$ cat config.mk
export PLATFORM = sky130hd
export DESIGN_NAME = ipml_prefetch_fifo_rd_unpack
export DESIGN_NICKNAME = d
export VERILOG_FILES = /design/src/rtl/ipml_prefetch_fifo_rd_unpack.sv
export SDC_FILE = /design/constraint.sdc
export NUM_CORES = 1
export LEC_CHECK = 0
export CAP_MARGIN = 40
export CORE_ASPECT_RATIO = 1.2
export CORE_MARGIN = 2
export CORE_UTILIZATION = 46
export DETAILED_ROUTE_END_ITERATION = 16
export PLACE_DENSITY_LB_ADDON = 0.1
export SLEW_MARGIN = 25
export SYNTH_ARGS = -nofsm -noshare
export SYNTH_HDL_FRONTEND = slang
export SYNTH_SLANG_ARGS = --single-unit
export TNS_END_PERCENT = 100
$ cat constraint.sdc
create_clock -name rd_clk -period 2.6 [get_ports rd_clk]
set_clock_uncertainty 0.15 [all_clocks]
set_input_delay 0.26 -clock rd_clk [delete_from_list [all_inputs] [get_ports rd_clk]]
set_output_delay 0.26 -clock rd_clk [all_outputs]
set_load 0.01 [all_outputs]
$ cat src/rtl/ipml_prefetch_fifo_rd_unpack.sv
// Pops wide prefetch-FIFO words and replays them as c_RATIO narrow slices; slice 0 appears the cycle after the pop, and words follow each other with no idle cycle.
// out_rdy low freezes the current slice and blocks pops. Optional IPML_UNPACK_STAT_EN adds word_cnt and starve_cnt outputs.
module ipml_prefetch_fifo_rd_unpack #(
   parameter int c_IN_WIDTH  = 32,
   parameter int c_RATIO     = 4,
   parameter int c_LSB_FIRST = 1,
   localparam int c_OUT_WIDTH = c_IN_WIDTH / c_RATIO
) (
   input  logic                   rd_clk,
   input  logic                   rd_rst,
   input  logic [c_IN_WIDTH-1:0]  fifo_rd_data,
   input  logic                   fifo_rd_vld,
   output logic                   fifo_rd_en,
   output logic [c_OUT_WIDTH-1:0] out_data,
   output logic                   out_vld,
   input  logic                   out_rdy,
   output logic                   out_last,
   input  logic                   flush
`ifdef IPML_UNPACK_STAT_EN
   ,
   output logic [15:0]            word_cnt,
   output logic [15:0]            starve_cnt
`endif
);

   localparam int CW = (c_RATIO > 1) ? $clog2(c_RATIO) : 1;
   localparam logic [CW-1:0] LAST_IDX = CW'(c_RATIO - 1);

   logic [c_IN_WIDTH-1:0] hold_reg_q, hold_reg_d;
   logic                  hold_vld_q, hold_vld_d;
   logic [CW-1:0]         slice_cnt_q, slice_cnt_d;

   logic [c_RATIO-1:0][c_OUT_WIDTH-1:0] slices;
   logic [CW-1:0]         sel;
   logic                  last;
   logic                  beat;
   logic                  pop;

   assign slices     = hold_reg_q;
   assign last       = hold_vld_q & (slice_cnt_q == LAST_IDX);
   assign beat       = hold_vld_q & out_rdy;
   // Refill combinationally off out_rdy so the next word lands right behind the last slice.
   assign fifo_rd_en = ~rd_rst & ~flush & (~hold_vld_q | (out_rdy & last));
   assign pop        = fifo_rd_vld & fifo_rd_en;

   generate
      if (c_LSB_FIRST != 0) begin : g_lsb_first
         assign sel = slice_cnt_q;
      end else begin : g_msb_first
         assign sel = LAST_IDX - slice_cnt_q;
      end
   endgenerate

   assign out_data = slices[sel];
   assign out_vld  = hold_vld_q;
   assign out_last = last;

   always_comb begin
      hold_reg_d  = hold_reg_q;
      hold_vld_d  = hold_vld_q;
      slice_cnt_d = slice_cnt_q;
      if (flush) begin
         hold_vld_d  = 1'b0;
         slice_cnt_d = '0;
      end else if (pop) begin
         hold_reg_d  = fifo_rd_data;
         hold_vld_d  = 1'b1;
         slice_cnt_d = '0;
      end else if (beat && !last) begin
         slice_cnt_d = slice_cnt_q + CW'(1);
      end else if (beat && last) begin
         hold_vld_d  = 1'b0;
         slice_cnt_d = '0;
      end
   end

   always_ff @(posedge rd_clk or posedge rd_rst) begin
      if (rd_rst) begin
         hold_reg_q  <= '0;
         hold_vld_q  <= 1'b0;
         slice_cnt_q <= '0;
      end else begin
         hold_reg_q  <= hold_reg_d;
         hold_vld_q  <= hold_vld_d;
         slice_cnt_q <= slice_cnt_d;
      end
   end

`ifdef IPML_UNPACK_STAT_EN
   logic [15:0] word_cnt_q, word_cnt_d;
   logic [15:0] starve_cnt_q, starve_cnt_d;

   // Flush never clears the counters; a beat taken during flush still counts as a word end.
   always_comb begin
      word_cnt_d   = word_cnt_q;
      starve_cnt_d = starve_cnt_q;
      if (beat && last) begin
         word_cnt_d = word_cnt_q + 16'd1;
      end
      if (out_rdy && !hold_vld_q && (starve_cnt_q != 16'hFFFF)) begin
         starve_cnt_d = starve_cnt_q + 16'd1;
      end
   end

   always_ff @(posedge rd_clk or posedge rd_rst) begin
      if (rd_rst) begin
         word_cnt_q   <= '0;
         starve_cnt_q <= '0;
      end else begin
         word_cnt_q   <= word_cnt_d;
         starve_cnt_q <= starve_cnt_d;
      end
   end

   assign word_cnt   = word_cnt_q;
   assign starve_cnt = starve_cnt_q;
`endif

endmodule

== Word level (Yosys, flattened, before mapping) ==
Cells that the tools add are included.
Word-level totals
  bits in registers: 35
  input port bits: 37
  output and inout port bits: 11
  logic and storage cells: 34
Operators by class
  add/sub/neg operators: 1
  $lt $le $gt $ge: 1
  eq/ne operators: 2
  mux-type cells: 10
  bitwise logic cells: 10
  reduce and logical (&&, ||, !) cells: 7
Operator list (count)
  $bmux 8 s2: 1
  $mux 2: 4
  $mux 8: 1
  $and 1x1->1: 6
  $mux 1: 4
  $reduce_and 2->1: 2
  $reduce_bool 4->1: 1
  $lt 2x3->1 const B: 1
  $ne 3x3->1 const B: 1
  $not 1->1: 3
  $reduce_bool 3->1: 1
  $add 2x1->2 const B: 1
  $eq 2x2->1 const B: 1
  $logic_and 1x1->1: 2
  $logic_not 1->1: 1
  $or 1x1->1: 1

== Longest topological paths before layout ==
  word-level depth: 8
  gate-level depth with buffers: 5
  gate-level depth less buffers: 4

== Worst setup path after synthesis ==
Ideal clock, no wire load.
  path type: register to register
  start: register slice_cnt_q[0], in the netlist sel[0]
  end: register hold_reg_q[0]
  data arrival time: 1.594 ns
  required time: 2.325 ns
  slack: 0.731 ns
  cell stages (with the launch flop): 6
  buffers on the path: 1
  period minus slack after synthesis: 1.869 ns
  cell sequence: dfrtp_1 -> ha_1 -> a21boi_2 -> nor4b_4 -> buf_6 -> mux2_2
On the way
  word-level cells in the longest chain between the ends: 7
Ends and longest elaborated chain
  from (decl): line 31  | logic [CW-1:0] slice_cnt_q, slice_cnt_d;
  from (signal assigned): line 85  | slice_cnt_q <= slice_cnt_d;
  $eq 2x2->1: line 40  | assign last = hold_vld_q & (slice_cnt_q == LAST_IDX);
  $and 1x1->1: line 40
  $and 1x1->1: line 43  | assign fifo_rd_en = ~rd_rst & ~flush & (~hold_vld_q | (out_rdy & last));
  $or 1x1->1: line 43
  $and 1x1->1: line 43
  $and 1x1->1: line 44  | assign pop = fifo_rd_vld & fifo_rd_en;
  $reduce_and 2->1 (no source line)
  to (signal assigned): line 83  | hold_reg_q <= hold_reg_d;
  to (decl): line 29  | logic [c_IN_WIDTH-1:0] hold_reg_q, hold_reg_d;
No other way between the ends.
A chain may end at the register's enable or synchronous reset.

== Final worst setup path ==
  start: register slice_cnt_q[1], in the netlist sel[1]
  end: output port out_data[1]
On the way
  word-level cells in the longest chain between the ends: 2
Ends and longest elaborated chain
  $bmux 8 s2: line 54  | assign out_data = slices[sel];
  $mux 8 (not written as such): line 54
  to (decl): line 14  | output logic [c_OUT_WIDTH-1:0] out_data,
No other way between the ends. The select of a mux whose other input is x is not followed.

==> metrics.txt <==
# TYPE chip_impl_metric gauge
chip_impl_metric{name="slew_of_the_pin_with_the_lowest_slew_margin",unit="ns"} 0.444
chip_impl_info{name="setup.worst_path.start_class",value="register"} 1
chip_impl_metric{name="rrSetupSlack",unit="ns"} 0.46
chip_impl_info{name="run_status",value="finished, final reports clean"} 1
chip_impl_metric{name="timing.reg2reg.worst_path_depth",unit=""} 5
chip_impl_metric{name="critPathRequiredTime",unit="ns"} 2.19
chip_impl_metric{name="average_wire_per_standard_cell",unit="um"} 15.7
chip_impl_metric{name="final-hold-violation-count",unit=""} 0
chip_impl_info{name="post_synth_main_area_contributors",value="dfrtp_1 (55%), mux2_2 (23%), mux4_2 (11%)"} 1
chip_impl_metric{name="via_per_inst",unit=""} 5.42
chip_impl_metric{name="cts.sink_count",unit=""} 35
chip_impl_metric{name="tritoncts.num_buffers",unit=""} 5
chip_impl_metric{name="grt.overflow.total",unit=""} 0
chip_impl_metric{name="clk_path_buf_depth",unit=""} 2
chip_impl_metric{name="leakagePower",unit="nW"} 0.892
chip_impl_metric{name="finish.cell_count_without_fillers",unit=""} 185
chip_impl_metric{name="timing.final.setup_violations",unit=""} 0
chip_impl_metric{name="critical_path_buf_inv_count",unit=""} 2
chip_impl_metric{name="synth_edf_count",unit=""} 0
chip_impl_metric{name="ys_warn_count",unit=""} 0
chip_impl_metric{name="syn_area_per_cell",unit="um2"} 16.6
chip_impl_metric{name="die_h",unit="um"} 68.2
chip_impl_metric{name="achievable-frequency",unit="MHz"} 419
chip_impl_info{name="cts_tree",value="built"} 1
chip_impl_metric{name="starting_density",unit=""} 0.477
chip_impl_metric{name="grt_first_pass_wirelength",unit="um"} 4990
chip_impl_info{name="synth.largest_area_cell",value="dfrtp_1"} 1
chip_impl_metric{name="cp.arrival",unit="ns"} 1.97
chip_impl_metric{name="critical_path.max_fanout",unit=""} 6
chip_impl_metric{name="io_buffer_count",unit=""} 47
chip_impl_metric{name="drtIter0Drc",unit=""} 31
chip_impl_info{name="cp-startpoint",value="sel[1]"} 1
chip_impl_metric{name="max_cap_viols",unit=""} 0
chip_impl_metric{name="synth_top_cell_area_share",unit=""} 0.555
chip_impl_metric{name="max_stage_delay",unit="ns"} 0.52
chip_impl_metric{name="io_pins",unit=""} 48
chip_impl_metric{name="clk_pin_slew",unit="ns"} 0.06
chip_impl_metric{name="global_placement_routability_congestion",unit=""} 0.727
chip_impl_info{name="cp_capture_type",value="output port"} 1
chip_impl_metric{name="route.antenna.remaining_nets",unit=""} 0
chip_impl_metric{name="num_rows",unit=""} 23
chip_impl_metric{name="setup-tns-final",unit="ns"} 0
chip_impl_metric{name="drive_above_1_share",unit=""} 0.372
chip_impl_info{name="cts_root_cell",value="clkbuf_8"} 1
chip_impl_metric{name="synth.ff_latch_count",unit=""} 35
chip_impl_metric{name="floorplan.core_area",unit="mm2"} 0.00331
chip_impl_metric{name="num-nets-final",unit=""} 187
chip_impl_info{name="reg2reg_to",value="hold_reg_q[16]"} 1
chip_impl_metric{name="place_hpwl",unit="um"} 2090
chip_impl_metric{name="slew_headroom",unit=""} 0.704
chip_impl_metric{name="yosysSeqAreaShare",unit=""} 0.555
chip_impl_info{name="r2r-start",value="sel[0]"} 1
chip_impl_metric{name="global_route.usage.total",unit=""} 0.177
chip_impl_metric{name="detailroute.via_count",unit=""} 1003
chip_impl_metric{name="routed_wl",unit="um"} 2910
chip_impl_metric{name="grt_pass1_vias",unit=""} 1077
chip_impl_metric{name="postCtsSetupBuffers",unit=""} 0
chip_impl_info{name="post_synth_most_frequent_cells",value="dfrtp_1 (35), mux2_2 (32), mux4_2 (8), buf_6 (3), nor3_1 (3)"} 1
chip_impl_info{name="hold_path_class",value="in2async"} 1
chip_impl_info{name="cp_cell_sequence",value="buf_4 -> mux4_2 -> clkdlybuf4s50_1"} 1
chip_impl_metric{name="vdd.ir_drop.worst",unit="mV"} 0.531
chip_impl_metric{name="cts_htree_levels",unit=""} 2
chip_impl_info{name="crit_path_end",value="out_data[1]"} 1
chip_impl_metric{name="ys_types",unit=""} 18
chip_impl_metric{name="pwr_density_cell",unit="mW/mm2"} 648
chip_impl_metric{name="num_antenna_cells",unit=""} 0
chip_impl_info{name="critPathKind",value="reg2out"} 1
chip_impl_metric{name="dr.pass1.iters",unit=""} 2
chip_impl_metric{name="postCtsHoldBufs",unit=""} 0
chip_impl_info{name="ys_dominant_reg_cell",value="dfrtp_1"} 1
chip_impl_metric{name="drcViolationCount",unit=""} 0
chip_impl_metric{name="chipWidth",unit="um"} 57.5
chip_impl_metric{name="number_of_standard_cells_after_synthesis",unit=""} 95
chip_impl_metric{name="minimum_period_implied_by_the_final_worst_setup_slack",unit="ns"} 2.38
chip_impl_info{name="grt_setup_unrepaired",value="no"} 1
chip_impl_metric{name="synthArstFlopShare",unit=""} 1.00
chip_impl_metric{name="die-area",unit="mm2"} 0.00392
chip_impl_metric{name="cp_num_cells",unit=""} 3
chip_impl_info{name="post-synth-top-count-cell",value="dfrtp_1"} 1
chip_impl_metric{name="number_of_antenna_violations_at_the_first_check_in_global_routing",unit=""} 0
chip_impl_metric{name="slew_viol_final",unit=""} 0
chip_impl_metric{name="final.period_utilization",unit=""} 0.917
chip_impl_info{name="cp_top_family",value="buffers and inverters"} 1
chip_impl_metric{name="post-route-util",unit=""} 0.654
chip_impl_metric{name="clk-insertion-delay-late",unit="ns"} 0.27
chip_impl_metric{name="syn_area",unit="mm2"} 0.00158
chip_impl_info{name="critical_path.slowest_cell",value="mux4_2"} 1
chip_impl_metric{name="net_count_after_synthesis",unit=""} 133
chip_impl_metric{name="cts-resized-gates",unit=""} 0
chip_impl_metric{name="grt_start_max_net_pins",unit=""} 36
chip_impl_metric{name="numPlacedInstances",unit=""} 179
chip_impl_metric{name="areaGrowthSynthToFinish",unit="%"} 37.0
==> worst reg2reg max path: stages (launching register included) <==
cell      delay [ns]
dfrtp_1         0.52
ha_1            0.29
a21boi_2        0.11
nor4b_4         0.24
buf_4           0.34
mux2_2          0.38
==> worst min-delay path by stage <==
| stage | from | endpoint | cells past startpoint |
|---|---|---|---|
| after CTS | hold_reg_q[23] | hold_reg_q[23] | 1 |
| after global routing | hold_reg_q[2] | hold_reg_q[2] | 1 |
| after floorplan | flush | sel[0] | 1 |
| after global placement | hold_reg_q[9] | hold_reg_q[9] | 1 |
| final | rd_rst | hold_reg_q[4] | 3 |
| after detailed placement | hold_reg_q[23] | hold_reg_q[23] | 1 |
==> cell usage in the layout, fill, tap and decap left out, types with 2 or more instances in the layout <==
cell type,Yosys,final
clkdlybuf4s50_1,0,47
clkbuf_8,0,5
mux4_2,8,8
mux2_2,32,32
nor3_1,3,3
inv_1,2,2
buf_4,0,5
dfrtp_1,35,35
==> state kept, by name, summed over array words and instances, names as in the netlist <==
| register | flops |
|---|---|
| hold_reg_q | 32 |
| sel | 2 |
| out_vld | 1 |
==> cell type report <==
type                            count  area, um2
Tap cell                           37       46.3
Clock buffer                        6       72.6
Fill cell                         257       1150
Inverter                            2       7.51
Multi-Input combinational cell     53        653
Timing Repair Buffer               52        508
Sequential cell                    35        876
==> routing by layer <==
layer | part of all wire | wire length, um | GRT usage
met5 | 0 | 0 | 0
met3 | 0.084 | 244 | 0.0756
met1 | 0.40 | 1160 | 0.207
met2 | 0.50 | 1450 | 0.284
met4 | 0.019 | 54 | 0.0785
==> power breakdown <==
part	internal, mW	total (mW)	switching (mW)	leakage, nW
Combinational	0.242	0.340	0.0989	0.434
Clock	0.178	0.342	0.164	0.0371
Sequential	0.661	0.720	0.0586	0.420
==> logic make-up after synthesis <==
family	after synthesis	synth area share
AO/OA/AOI/OAI	3	0.0158
adder cells (fa/ha/maj)	1	0.00792
buffers and inverters	7	0.0317
flip-flops	35	0.555
multiplexers	41	0.349
AND/OR/NAND/NOR	8	0.0412
==> metrics by stage <==
step                      worst slack [ns]  total power, mW  area (um2)  hold slack (ns)
after floorplan                      0.731            0.910        1580            0.183
after detailed placement             0.466             1.08        2090            0.342
after global placement               0.481             1.06        2090            0.335
final                                0.216             1.40        2160            0.351
after global routing                0.0928             1.49        2160            0.373
after CTS                            0.174             1.43        2160            0.356
Note: power is estimated with default switching activity, not from simulation.
